File: src/rtl/poly_ram_reader_pkg.sv
// ----------------------------------------------------------------------------
// poly_ram_reader_pkg
// Shared constants and types for the polynomial RAM reader.
//   KYBER_Q         : Kyber modulus; used by the optional range checker.
//   N_COEFF         : coefficients per polynomial.
//   WORDS_PER_POLY  : 96-bit RAM words per polynomial.
//   COEFF_W         : coefficient width.
//   state_e         : reader FSM encoding (also exported for debug).
//   lane_offset()   : lane-to-natural-index offset table.
// ----------------------------------------------------------------------------
package poly_ram_reader_pkg;

    localparam int KYBER_Q        = 3329;
    localparam int N_COEFF        = 256;
    localparam int WORDS_PER_POLY = 32;
    localparam int COEFF_W        = 12;
    localparam int LANES          = N_COEFF / WORDS_PER_POLY;
    localparam int WORD_W         = LANES * COEFF_W;
    localparam int ADDR_W         = 9;
    localparam int IDX_W          = 8;

    typedef enum logic [1:0] {
        ST_IDLE     = 2'd0,
        ST_RUN      = 2'd1,
        ST_COMPLETE = 2'd2
    } state_e;

    // The generator packs pairs from the four quarter-rings of the polynomial
    // into one word: lane k of word w holds natural index 2w + lane_offset(k).
    function automatic logic [IDX_W-1:0] lane_offset(input logic [2:0] lane);
        logic [IDX_W-1:0] off;
        case (lane)
            3'd0:    off = 8'd0;
            3'd1:    off = 8'd1;
            3'd2:    off = 8'd128;
            3'd3:    off = 8'd129;
            3'd4:    off = 8'd64;
            3'd5:    off = 8'd65;
            3'd6:    off = 8'd192;
            default: off = 8'd193;
        endcase
        return off;
    endfunction

endpackage

File: src/rtl/poly_ram_reader_if.sv
// ----------------------------------------------------------------------------
// poly_ram_reader_if
// Bundles the RAM read port and the coefficient stream of the reader.
//   RAM side   : ren, raddr (reader -> RAM), din (RAM -> reader).
//   Stream side: coeff_out, coeff_idx, coeff_valid (reader -> consumer),
//                coeff_ready (consumer -> reader).
// Handshake: a coefficient transfers on a rising clock edge where
// coeff_valid && coeff_ready; while coeff_valid is high and coeff_ready low,
// coeff_out/coeff_idx hold stable and coeff_valid stays high.
// modport master = reader, modport slave = RAM model / consumer.
// ----------------------------------------------------------------------------
interface poly_ram_reader_if;
    import poly_ram_reader_pkg::*;

    logic                 ren;
    logic [ADDR_W-1:0]    raddr;
    logic [WORD_W-1:0]    din;
    logic [COEFF_W-1:0]   coeff_out;
    logic [IDX_W-1:0]     coeff_idx;
    logic                 coeff_valid;
    logic                 coeff_ready;

    modport master (
        output ren, raddr, coeff_out, coeff_idx, coeff_valid,
        input  din, coeff_ready
    );

    modport slave (
        input  ren, raddr, coeff_out, coeff_idx, coeff_valid,
        output din, coeff_ready
    );

endinterface

File: src/rtl/poly_word_fifo2.sv
// ----------------------------------------------------------------------------
// poly_word_fifo2
// Two-entry word buffer (current + prefetch) with occupancy count.
//   clk, rst     : clock, synchronous active-high reset (clears contents).
//   push_i       : write push_data_i into the first free slot.
//   push_data_i  : 96-bit RAM word.
//   pop_i        : drop the current word; prefetch moves to current.
//   head_o       : current word.
//   count_o      : occupancy 0..2.
// Push and pop in the same cycle are allowed; the pushed word lands in the
// slot freed by the pop.
// ----------------------------------------------------------------------------
module poly_word_fifo2
    import poly_ram_reader_pkg::*;
(
    input  logic              clk,
    input  logic              rst,
    input  logic              push_i,
    input  logic [WORD_W-1:0] push_data_i,
    input  logic              pop_i,
    output logic [WORD_W-1:0] head_o,
    output logic [1:0]        count_o
);

    logic [WORD_W-1:0] cur_q, cur_d;
    logic [WORD_W-1:0] pre_q, pre_d;
    logic [1:0]        count_q, count_d;
    logic              do_push, do_pop;

    always_comb begin
        cur_d   = cur_q;
        pre_d   = pre_q;
        count_d = count_q;
        do_pop  = pop_i && (count_q != 2'd0);
        // A full buffer only takes a new word when a slot frees this cycle.
        do_push = push_i && ((count_q != 2'd2) || do_pop);
        case ({do_push, do_pop})
            2'b01: begin
                cur_d   = pre_q;
                pre_d   = '0;
                count_d = count_q - 2'd1;
            end
            2'b10: begin
                if (count_q == 2'd0) cur_d = push_data_i;
                else                 pre_d = push_data_i;
                count_d = count_q + 2'd1;
            end
            2'b11: begin
                if (count_q == 2'd1) begin
                    cur_d = push_data_i;
                end else begin
                    cur_d = pre_q;
                    pre_d = push_data_i;
                end
            end
            default: ;
        endcase
    end

    always_ff @(posedge clk) begin
        if (rst) begin
            cur_q   <= '0;
            pre_q   <= '0;
            count_q <= '0;
        end else begin
            cur_q   <= cur_d;
            pre_q   <= pre_d;
            count_q <= count_d;
        end
    end

    assign head_o  = cur_q;
    assign count_o = count_q;

endmodule

File: src/rtl/poly_ram_reader.sv
// ----------------------------------------------------------------------------
// poly_ram_reader
// Reads one Kyber polynomial (32 x 96-bit words) from the polynomial RAM and
// streams its 256 12-bit coefficients in storage order, each tagged with its
// natural index.
//   clk, rst            : clock, synchronous active-high reset.
//   active              : start pulse, sampled only in IDLE.
//   ram_r_start_offset  : base RAM address, captured with active.
//   bus (master)        : RAM read port + coefficient valid/ready stream.
//   busy                : high from the cycle after start until finish.
//   finish              : one-cycle pulse after the last coefficient.
//   range_err           : sticky coeff >= q flag (optional checker).
//   dbg_state_o         : FSM state.
// Parameter RAM_RD_LAT : RAM read latency; only 1 is supported.
// Optional feature macro: COEFF_RANGE_CHECK_EN enables range_err.
// ----------------------------------------------------------------------------
module poly_ram_reader
    import poly_ram_reader_pkg::*;
#(
    parameter int RAM_RD_LAT = 1
) (
    input  logic              clk,
    input  logic              rst,
    input  logic              active,
    input  logic [ADDR_W-1:0] ram_r_start_offset,
    poly_ram_reader_if.master bus,
    output logic              busy,
    output logic              finish,
    output logic              range_err,
    output state_e            dbg_state_o
);

    state_e                state_q, state_d;
    logic [ADDR_W-1:0]     offset_q;
    logic [5:0]            issued_q;
    logic [4:0]            word_cnt_q;
    logic [2:0]            lane_q;
    logic [RAM_RD_LAT-1:0] rd_pipe_q, rd_pipe_d;

    logic                  start;
    logic                  hs;
    logic                  last_lane;
    logic                  last_coeff;
    logic [1:0]            fifo_count;
    logic [WORD_W-1:0]     fifo_head;
    logic [2:0]            outstanding;

    assign start      = (state_q == ST_IDLE) && active;
    assign hs         = bus.coeff_valid && bus.coeff_ready;
    assign last_lane  = (lane_q == 3'd7);
    assign last_coeff = hs && last_lane && (word_cnt_q == 5'(WORDS_PER_POLY - 1));

    // Read-request shift register: the oldest stage marks RAM data valid.
    assign rd_pipe_d   = RAM_RD_LAT'({rd_pipe_q, bus.ren});
    assign outstanding = 3'(fifo_count) + 3'($countones(rd_pipe_q));

    poly_word_fifo2 u_fifo (
        .clk         (clk),
        .rst         (rst),
        .push_i      (rd_pipe_q[RAM_RD_LAT-1]),
        .push_data_i (bus.din),
        .pop_i       (hs && last_lane),
        .head_o      (fifo_head),
        .count_o     (fifo_count)
    );

    // ---------------- FSM: state register ----------------
    always_ff @(posedge clk) begin
        if (rst) state_q <= ST_IDLE;
        else     state_q <= state_d;
    end

    // ---------------- FSM: next state ----------------
    always_comb begin
        state_d = state_q;
        unique case (state_q)
            ST_IDLE:     if (active)     state_d = ST_RUN;
            ST_RUN:      if (last_coeff) state_d = ST_COMPLETE;
            ST_COMPLETE:                 state_d = ST_IDLE;
            default:                     state_d = ST_IDLE;
        endcase
    end

    // ---------------- FSM: outputs ----------------
    // Reads are decided on registered state only: a word popped this cycle
    // still counts, so the refill read is issued one cycle later.
    always_comb begin
        bus.ren         = (state_q == ST_RUN) && (issued_q < 6'(WORDS_PER_POLY))
                          && (outstanding < 3'd2);
        bus.coeff_valid = (state_q == ST_RUN) && (fifo_count != 2'd0);
        busy            = (state_q != ST_IDLE);
        finish          = (state_q == ST_COMPLETE);
    end

    assign dbg_state_o = state_q;
    assign bus.raddr   = offset_q + ADDR_W'(issued_q);

    // ---------------- counters ----------------
    always_ff @(posedge clk) begin
        if (rst) begin
            offset_q   <= '0;
            issued_q   <= '0;
            word_cnt_q <= '0;
            lane_q     <= '0;
            rd_pipe_q  <= '0;
        end else begin
            rd_pipe_q <= rd_pipe_d;
            if (start) begin
                offset_q   <= ram_r_start_offset;
                issued_q   <= '0;
                word_cnt_q <= '0;
                lane_q     <= '0;
            end else begin
                if (bus.ren) issued_q <= issued_q + 6'd1;
                if (hs) begin
                    lane_q <= lane_q + 3'd1;
                    if (last_lane) word_cnt_q <= word_cnt_q + 5'd1;
                end
            end
        end
    end

    // ---------------- lane serializer ----------------
    // Output is a pure function of the held word and lane counter, so it is
    // stable for as long as the consumer stalls.
    always_comb begin
        bus.coeff_out = '0;
        for (int k = 0; k < LANES; k++) begin
            if (lane_q == 3'(k)) bus.coeff_out = fifo_head[k*COEFF_W +: COEFF_W];
        end
    end

    assign bus.coeff_idx = IDX_W'({word_cnt_q, 1'b0}) + lane_offset(lane_q);

    // ---------------- optional range checker ----------------
`ifdef COEFF_RANGE_CHECK_EN
    logic range_err_q;

    always_ff @(posedge clk) begin
        if (rst)        range_err_q <= 1'b0;
        else if (start) range_err_q <= 1'b0;
        else if (hs && (bus.coeff_out >= COEFF_W'(KYBER_Q))) range_err_q <= 1'b1;
    end

    assign range_err = range_err_q;
`else
    assign range_err = 1'b0;
`endif

endmodule
File: src/flat_wrapper.sv
// flat-port wrapper written by rule: the top's interface ports become plain ports
module poly_ram_reader_flat import poly_ram_reader_pkg::*;
#(
    parameter int RAM_RD_LAT = 1
)
  (clk, rst, active, ram_r_start_offset, busy, finish, range_err, dbg_state_o, bus_ren, bus_raddr, bus_coeff_out, bus_coeff_idx, bus_coeff_valid, bus_din, bus_coeff_ready);
  poly_ram_reader_if bus_i ();
  input  logic clk;
  input  logic rst;
  input  logic active;
  input  logic [ADDR_W-1:0] ram_r_start_offset;
  output logic busy;
  output logic finish;
  output logic range_err;
  output state_e dbg_state_o;
  output wire logic [$bits(bus_i.ren)-1:0] bus_ren;
  output wire logic [$bits(bus_i.raddr)-1:0] bus_raddr;
  output wire logic [$bits(bus_i.coeff_out)-1:0] bus_coeff_out;
  output wire logic [$bits(bus_i.coeff_idx)-1:0] bus_coeff_idx;
  output wire logic [$bits(bus_i.coeff_valid)-1:0] bus_coeff_valid;
  input wire logic [$bits(bus_i.din)-1:0] bus_din;
  input wire logic [$bits(bus_i.coeff_ready)-1:0] bus_coeff_ready;
  assign bus_ren = bus_i.ren;
  assign bus_raddr = bus_i.raddr;
  assign bus_coeff_out = bus_i.coeff_out;
  assign bus_coeff_idx = bus_i.coeff_idx;
  assign bus_coeff_valid = bus_i.coeff_valid;
  assign bus_i.din = bus_din;
  assign bus_i.coeff_ready = bus_coeff_ready;
  poly_ram_reader #(.RAM_RD_LAT(RAM_RD_LAT)) u_core (.clk(clk), .rst(rst), .active(active), .ram_r_start_offset(ram_r_start_offset), .bus(bus_i), .busy(busy), .finish(finish), .range_err(range_err), .dbg_state_o(dbg_state_o));
endmodule
File: config.mk
export PLATFORM = sky130hd
export DESIGN_NAME = poly_ram_reader_flat
export DESIGN_NICKNAME = d
export VERILOG_FILES = /design/src/rtl/poly_ram_reader_pkg.sv /design/src/rtl/poly_ram_reader_if.sv /design/src/rtl/poly_word_fifo2.sv /design/src/rtl/poly_ram_reader.sv /design/src/flat_wrapper.sv
export SDC_FILE = /design/constraint.sdc
export NUM_CORES = 1
export LEC_CHECK = 0
export ABC_AREA = 1
export CORE_MARGIN = 8
export CORE_UTILIZATION = 43
export CTS_BUF_LIST = sky130_fd_sc_hd__clkbuf_8
export CTS_CLUSTER_DIAMETER = 150
export DETAILED_ROUTE_END_ITERATION = 7
export GPL_ROUTABILITY_DRIVEN = 0
export PLACE_DENSITY = 0.75
export SLEW_MARGIN = 5
export SYNTH_ARGS = -nofsm -noshare
export SYNTH_HDL_FRONTEND = slang
export SYNTH_SLANG_ARGS = --single-unit
File: constraint.sdc
create_clock -name clk -period 2.8 [get_ports clk]
set_input_delay 0.28 -clock clk [delete_from_list [all_inputs] [get_ports clk]]
set_output_delay 0.28 -clock clk [all_outputs]
set_load 0.05 [all_outputs]
Word-level counts from Yosys, hierarchy flattened --
Cells that the tools add are included. Widths: inputs -> output; s select.
Storage, ports and cells: RAM bits 0, bits in read-only memories 0, memories kept 0, latch bits 0, register bits 220, input bits 109
Cells by class: shifts and indexed selects 0, $lt $le $gt $ge 2, add/subtract/negate cells 8, reductions and logical operators 22, multipliers 0, multiplexer cells 19, eq/ne operators 20, divide/modulo/power cells 0, bitwise gates (word level) 0
Operator list (number):
- $pmux 96 s3 | 2
- $mux 96 | 4
- $mux 12 | 8
- $pmux 8 s7 | 1
- $eq 3x3->1 const B | 4
- $ne 2x2->1 const B | 5
- $add 9x6->9 | 1
- $logic_and 1x1->1 | 9
- $add 6x8->8 | 1
- $pmux 2 s2 | 2
- $add 6x1->6 const B | 1
- $eq 2x1->1 const B | 3
- $eq 2x2->1 const B | 3
- $eq 3x2->1 const B | 2
- $lt 6x6->1 const B | 1
- $reduce_and 2->1 | 3
- $reduce_bool 2->1 | 3
- $add 5x1->5 const B | 1
- $eq 5x5->1 const B | 1
- $logic_not 2->1 | 2
- $mux 2 | 2
- $add 2x1->3 | 1
- $add 3x1->3 const B | 1
- $eq 3x1->1 const B | 1
- 9 further kinds | 9

Depth between registers and ports, before layout --
word-level depth 10, mapped depth 20, depth with buffers taken out 16

By module --
A second synthesis with hierarchy kept.
Unflattened totals: cell total of the unflattened synthesis 1978, area, all modules 12072.8 um^2
Modules (own cells, without submodules):
- poly_word_fifo2 | times used 1, area an instance 9345.2 um^2, sequential area each 3883.7 um^2, cells an instance 1482
- poly_ram_reader | times used 1, area an instance 2727.6 um^2, sequential area each 520.5 um^2, cells an instance 496

Least setup slack after synthesis --
OpenSTA, ideal clock, no wires.
path kind flip-flop to flip-flop, start reg u_core.state_q[1], in the netlist u_core.dbg_state_o[1], end reg u_core.u_fifo.cur_q[52], in the netlist u_core.u_fifo.head_o[52], cell stages (with the launch flop) 18, setup time 0.056 ns, buffers on the path 4, period minus slack after synthesis 2.684 ns, slack 0.116 ns, data arrival time 2.628 ns, data required time 2.744 ns, cells stage by stage dfxtp_1 > inv_2 > nand3_1 > nor2_2 > buf_6 > nand2_8 > inv_1 > o21ai_0 > inv_1 > ha_1 > buf_2 > inv_2 > clkbuf_1 > clkbuf_1 > nand3_1 > nand4_1 > nand2_1 > inv_1
On the way: cells in the longest elaborated chain, start to end 10
RTL lines:
- from (decl) | line poly_ram_reader.sv:33 | state_e state_q, state_d;
- from (signal assigned) | line poly_ram_reader.sv:70 | else state_q <= state_d;
- $eq 2x1->1 * | line poly_ram_reader.sv:90 | bus.coeff_valid = (state_q == ST_RUN) && (fifo_count != 2'd0);
- $logic_and 1x1->1 * | line poly_ram_reader.sv:90
- $logic_and 1x1->1 * | line poly_ram_reader.sv:49 | assign hs = bus.coeff_valid && bus.coeff_ready;
- $logic_and 1x1->1 * | line poly_ram_reader.sv:62 | .pop_i (hs && last_lane),
- $logic_and 1x1->1 * | line poly_word_fifo2.sv:34 | do_pop = pop_i && (count_q != 2'd0);
- $logic_or 1x1->1 | line poly_word_fifo2.sv:36 | do_push = push_i && ((count_q != 2'd2) || do_pop);
- $logic_and 1x1->1 | line poly_word_fifo2.sv:36
- $eq 2x2->1 / $eq 2x1->1 (equally long branches) | line poly_word_fifo2.sv:37 | case ({do_push, do_pop})
- $ne 2x2->1 (no source line) / $reduce_bool 3->1 (equally long branches)
- $reduce_and 2->1 (no source line)
- to (signal assigned) | line poly_word_fifo2.sv:66 | cur_q <= cur_d;
- to (decl) | line poly_word_fifo2.sv:25 | logic [WORD_W-1:0] cur_q, cur_d;
Every way passes the cells marked *; elsewhere a longest branch is shown, timed or not. A chain may end at the register's enable or synchronous reset.

Final worst setup path --
start reg u_core.lane_q[1], end out bus_coeff_out[10]
On the way: cells in the longest elaborated chain, start to end 9
RTL lines:
- from (decl) | line poly_ram_reader.sv:37 | logic [2:0] lane_q;
- from (signal assigned) | line poly_ram_reader.sv:116 | lane_q <= lane_q + 3'd1;
- $logic_not 3->1 | line poly_ram_reader.sv:129 | if (lane_q == 3'(k)) bus.coeff_out = fifo_head[k*COEFF_W +: COEFF_W];
- $mux 12 (7 in series) | line poly_ram_reader.sv:129
- $mux 12 * | line poly_ram_reader.sv:129
- to (decl) | line flat_wrapper.sv:18 | output wire logic [$bits(bus_i.coeff_out)-1:0] bus_coeff_out;
Marked as above.

==> impl_metrics.toml <==
[critical_path]
crit_type = "flip-flop to output port"
worstReg2RegStart = "u_core.u_fifo.count_o[1]$_SDFFE_PP0P_"
r2r_cells = 12
startpoint_type = "flip-flop"
cp_max_fo = 12
rr_endpoint = "u_core.u_fifo.pre_q[10]$_SDFFE_PP0P_"
crit_path_end_kind = "output port"
required_ps = 2520
worstPathArrival_ps = 2450
r2r_setup_slack_ps = 240

[floorplanning]
start_util = 0.4338
coreArea_mm2 = 0.03237
die_y_um = 196.7
dieArea_mm2 = 0.03869
die_w_um = 196.7
io_pins = 145
rows = 66

[placement]
hpwl_mm = 28.01
placed_cell_area_mm2 = 0.01590
io_buffers = 143
dp_cells = 2855

[route]
vias = 15702
ant_nets = 0
first_iter_violations = 1712
detail_route.first_pass.iterations = 6
vias_per_cell = 5.357
drc = 0
wl_per_cell_um = 15.63
drt_wl_total_mm = 45.82

[logic_synthesis]
synth.area.top_cells = "dfxtp_1, nand2_1, inv_1"
synthFlopType = "dfxtp_1"
netlist_area_mm2 = 0.01404
synth_edf_count = 0
synth-async-reset-ratio = 0
ys_seq_area_frac = 0.3136
ys_ff_latch = 220
synth_fp_nets = 2531
ys_types = 30
syn_area_per_cell_um2 = 5.848
synth_top_area_frac = 0.3136
synth_warnings = 0
syn_inst = 2401
synth_area_leader_cell = "dfxtp_1"

[final_layout]
final_cells = 2931
nets = 2586
layout-drive-gt1-share = 0.08283
syn2layout_area_growth_pct = 20.95
fillCellCount = 3172
fin_area_mm2 = 0.01698

[worst_hold_path]
holdCritPathClass = "primary input to flip-flop"
min-delay-start = "rst"
holdPathEnd = "u_core.dbg_state_o[1]$_SDFFE_PP0P_"
hold_depth = 2

[global_routing]
grt_pass1_vias = 15126
grt_max_degree = 123
overflow = 0
track_usage = 0.2280
grt_pass1_wl_mm = 74.24
antenna_found_initial = 2

[clock_network]
cts-buffers-inserted = 40
ctsHoldBuffers = 0
path_clk_slew_ps = 60
cts-root-buf = "clkbuf_8"
cts_tree = "built"
cts.sinks = 220
h-tree-depth = 2
clock_path_buffers = 3
clk_latency_ps = 550

[sta]
max_freq_mhz = 366.4
worst_pin_slew_ps = 1058
maxSlewHeadroom = 0.2949
min_period_ps = 2729
drv_slew = 0
rsz0062_at_grt = "true"
skew_ps = 17.96
setup_viol = 0
post-route-period-util = 0.9746
hold_violations = 0

[power]
p_per_area_mw_per_mm2 = 510.9
p_leak_nw = 8.331
peakVddDrop_mv = 0.2862

[status]
outcome = "finished clean"

[flow_run]
drv_cap = 0
-- per-layer routing --
| metal | GRT usage | part of all wire | routed length, um | vias up |
|---|---|---|---|---|
| met2 | 0.3811 | 0.47 | 21600 | 757 |
| met1 | 0.2853 | 0.42 | 19050 | 7216 |
| met5 | 0 | 0 | 0 | - |
| met3 | 0.04315 | 0.084 | 3838 | 112 |
| met4 | 0.09529 | 0.029 | 1322 | 0 |
| li1 | - | - | - | 7617 |
-- worst max-delay path by stage --
stage | startpoint | to | cells past startpoint
5_1_grt | u_core.lane_q[1]$_SDFFE_PP0N_ | bus_coeff_out[4] | 14
3_5_place_dp | u_core.lane_q[0]$_SDFFE_PP0N_ | bus_coeff_out[4] | 13
4_1_cts | u_core.lane_q[0]$_SDFFE_PP0N_ | bus_coeff_out[7] | 13
6_report | u_core.lane_q[1]$_SDFFE_PP0N_ | bus_coeff_out[10] | 13
3_3_place_gp | u_core.lane_q[0]$_SDFFE_PP0N_ | bus_coeff_out[9] | 13
2_1_floorplan | u_core.dbg_state_o[1]$_SDFFE_PP0P_ | u_core.u_fifo.head_o[52]$_SDFFE_PP0P_ | 17
-- cells by family (layout without fill, tap and decap cells) --
| group | count (synthesis) | after routing | share of synthesized area |
|---|---|---|---|
| compound gates | 232 | 232 | 0.08278 |
| xor+xnor | 10 | 10 | 0.006238 |
| fa+ha+maj | 21 | 21 | 0.01925 |
| buf+inv | 524 | 609 | 0.1539 |
| flops | 220 | 220 | 0.3136 |
| other cells | 1 | 3 | 0.0002671 |
| simple gates | 1393 | 1394 | 0.4240 |
-- state kept, by name, summed over array words and instances, names as in the netlist --
| signal | count |
|---|---|
| u_core.issued_q | 6 |
| u_core.rd_pipe_q | 1 |
| u_core.u_fifo.head_o | 96 |
| u_core.u_fifo.pre_q | 96 |
| u_core.word_cnt_q | 5 |
| u_core.offset_q | 9 |
| u_core.dbg_state_o | 2 |
| u_core.u_fifo.count_o | 2 |
| u_core.lane_q | 3 |
-- cell type report --
class                      instances  area (um^2)  share of cell area
clock inverter                    21        173.9             0.01024
tap                              442        553.0             0.03256
timing repair buffer             186         2096              0.1234
inverter                         350         1315             0.07743
antenna                            2        5.005           0.0002947
clock buffer                      52        715.7             0.04214
multi-input combinational       1658         7711              0.4540
sequential                       220         4414              0.2599
-- power breakdown --
part           leakage [nW]  internal, mW  switching [mW]
Sequential             1.80          3.34           0.122
Combinational          6.04         0.671            1.15
Clock                 0.499          1.95            1.44
-- placed cells by master, fill, tap and decap left out, drive strengths merged --
cell type        n
nand2          866
inv            357
dfxtp          220
o21ai          210
nand4          196
nor2           194
nand3          128
clkdlybuf4s50  120
buf             61
clkbuf          55
a21oi           21
ha              20
clkinv          11
xor2             9
or2              8
bufinv           3
diode            2
nand3b           1
nor3             1
xnor2            1
a31oi            1
fa               1
conb             1
dlygate4sd2      1
dlymetal6s2s     1
-- worst max-delay path: stages, from the launching register on --
cell	delay (ps)
dfxtp_2	340
ha_4	180
ha_4	190
buf_6	140
or2_2	280
nor2_1	90
nor2_1	60
nand2_1	90
nand2_1	50
nand2_1	80
nand2_2	80
nand2_2	80
nand2_2	70
buf_12	150
-- synthesized netlist by cell type, types with 17 or more instances --
| cell type | n |
|---|---|
| ha_1 | 20 |
| nor2_1 | 191 |
| o21ai_1 | 84 |
| nand2_1 | 862 |
| clkbuf_1 | 107 |
| dfxtp_1 | 220 |
| nand4_1 | 195 |
| buf_6 | 17 |
| nand3_1 | 128 |
| buf_2 | 44 |
| o21ai_0 | 126 |
| inv_1 | 343 |
| a21oi_1 | 21 |
-- stage by stage --
step / hold slack [ps] / setup TNS [ps] / total power, mW / utilization / setup slack (ps)
after floorplan: 418.1 / 0 / 4.638 / - / 116.0
after global placement: 435.7 / 0 / 5.243 / 0.4912 / 163.3
after detailed placement: 441.7 / 0 / 5.292 / 0.4912 / 116.0
after CTS: 208.8 / -1.019 / 8.686 / 0.5221 / -1.019
after global routing: 237.3 / -35.07 / 9.066 / 0.5247 / -16.09
final: 229.3 / 0 / 8.677 / 0.5247 / 71.06
-- what timing repair did --
item	4_1_cts	5_1_grt
setup endpoints to repair	19	19
setup buffers	0	0
pin swaps	7	5
gates resized for setup	34	38
cloned	1	0
Power figures use the tool's default switching activity.
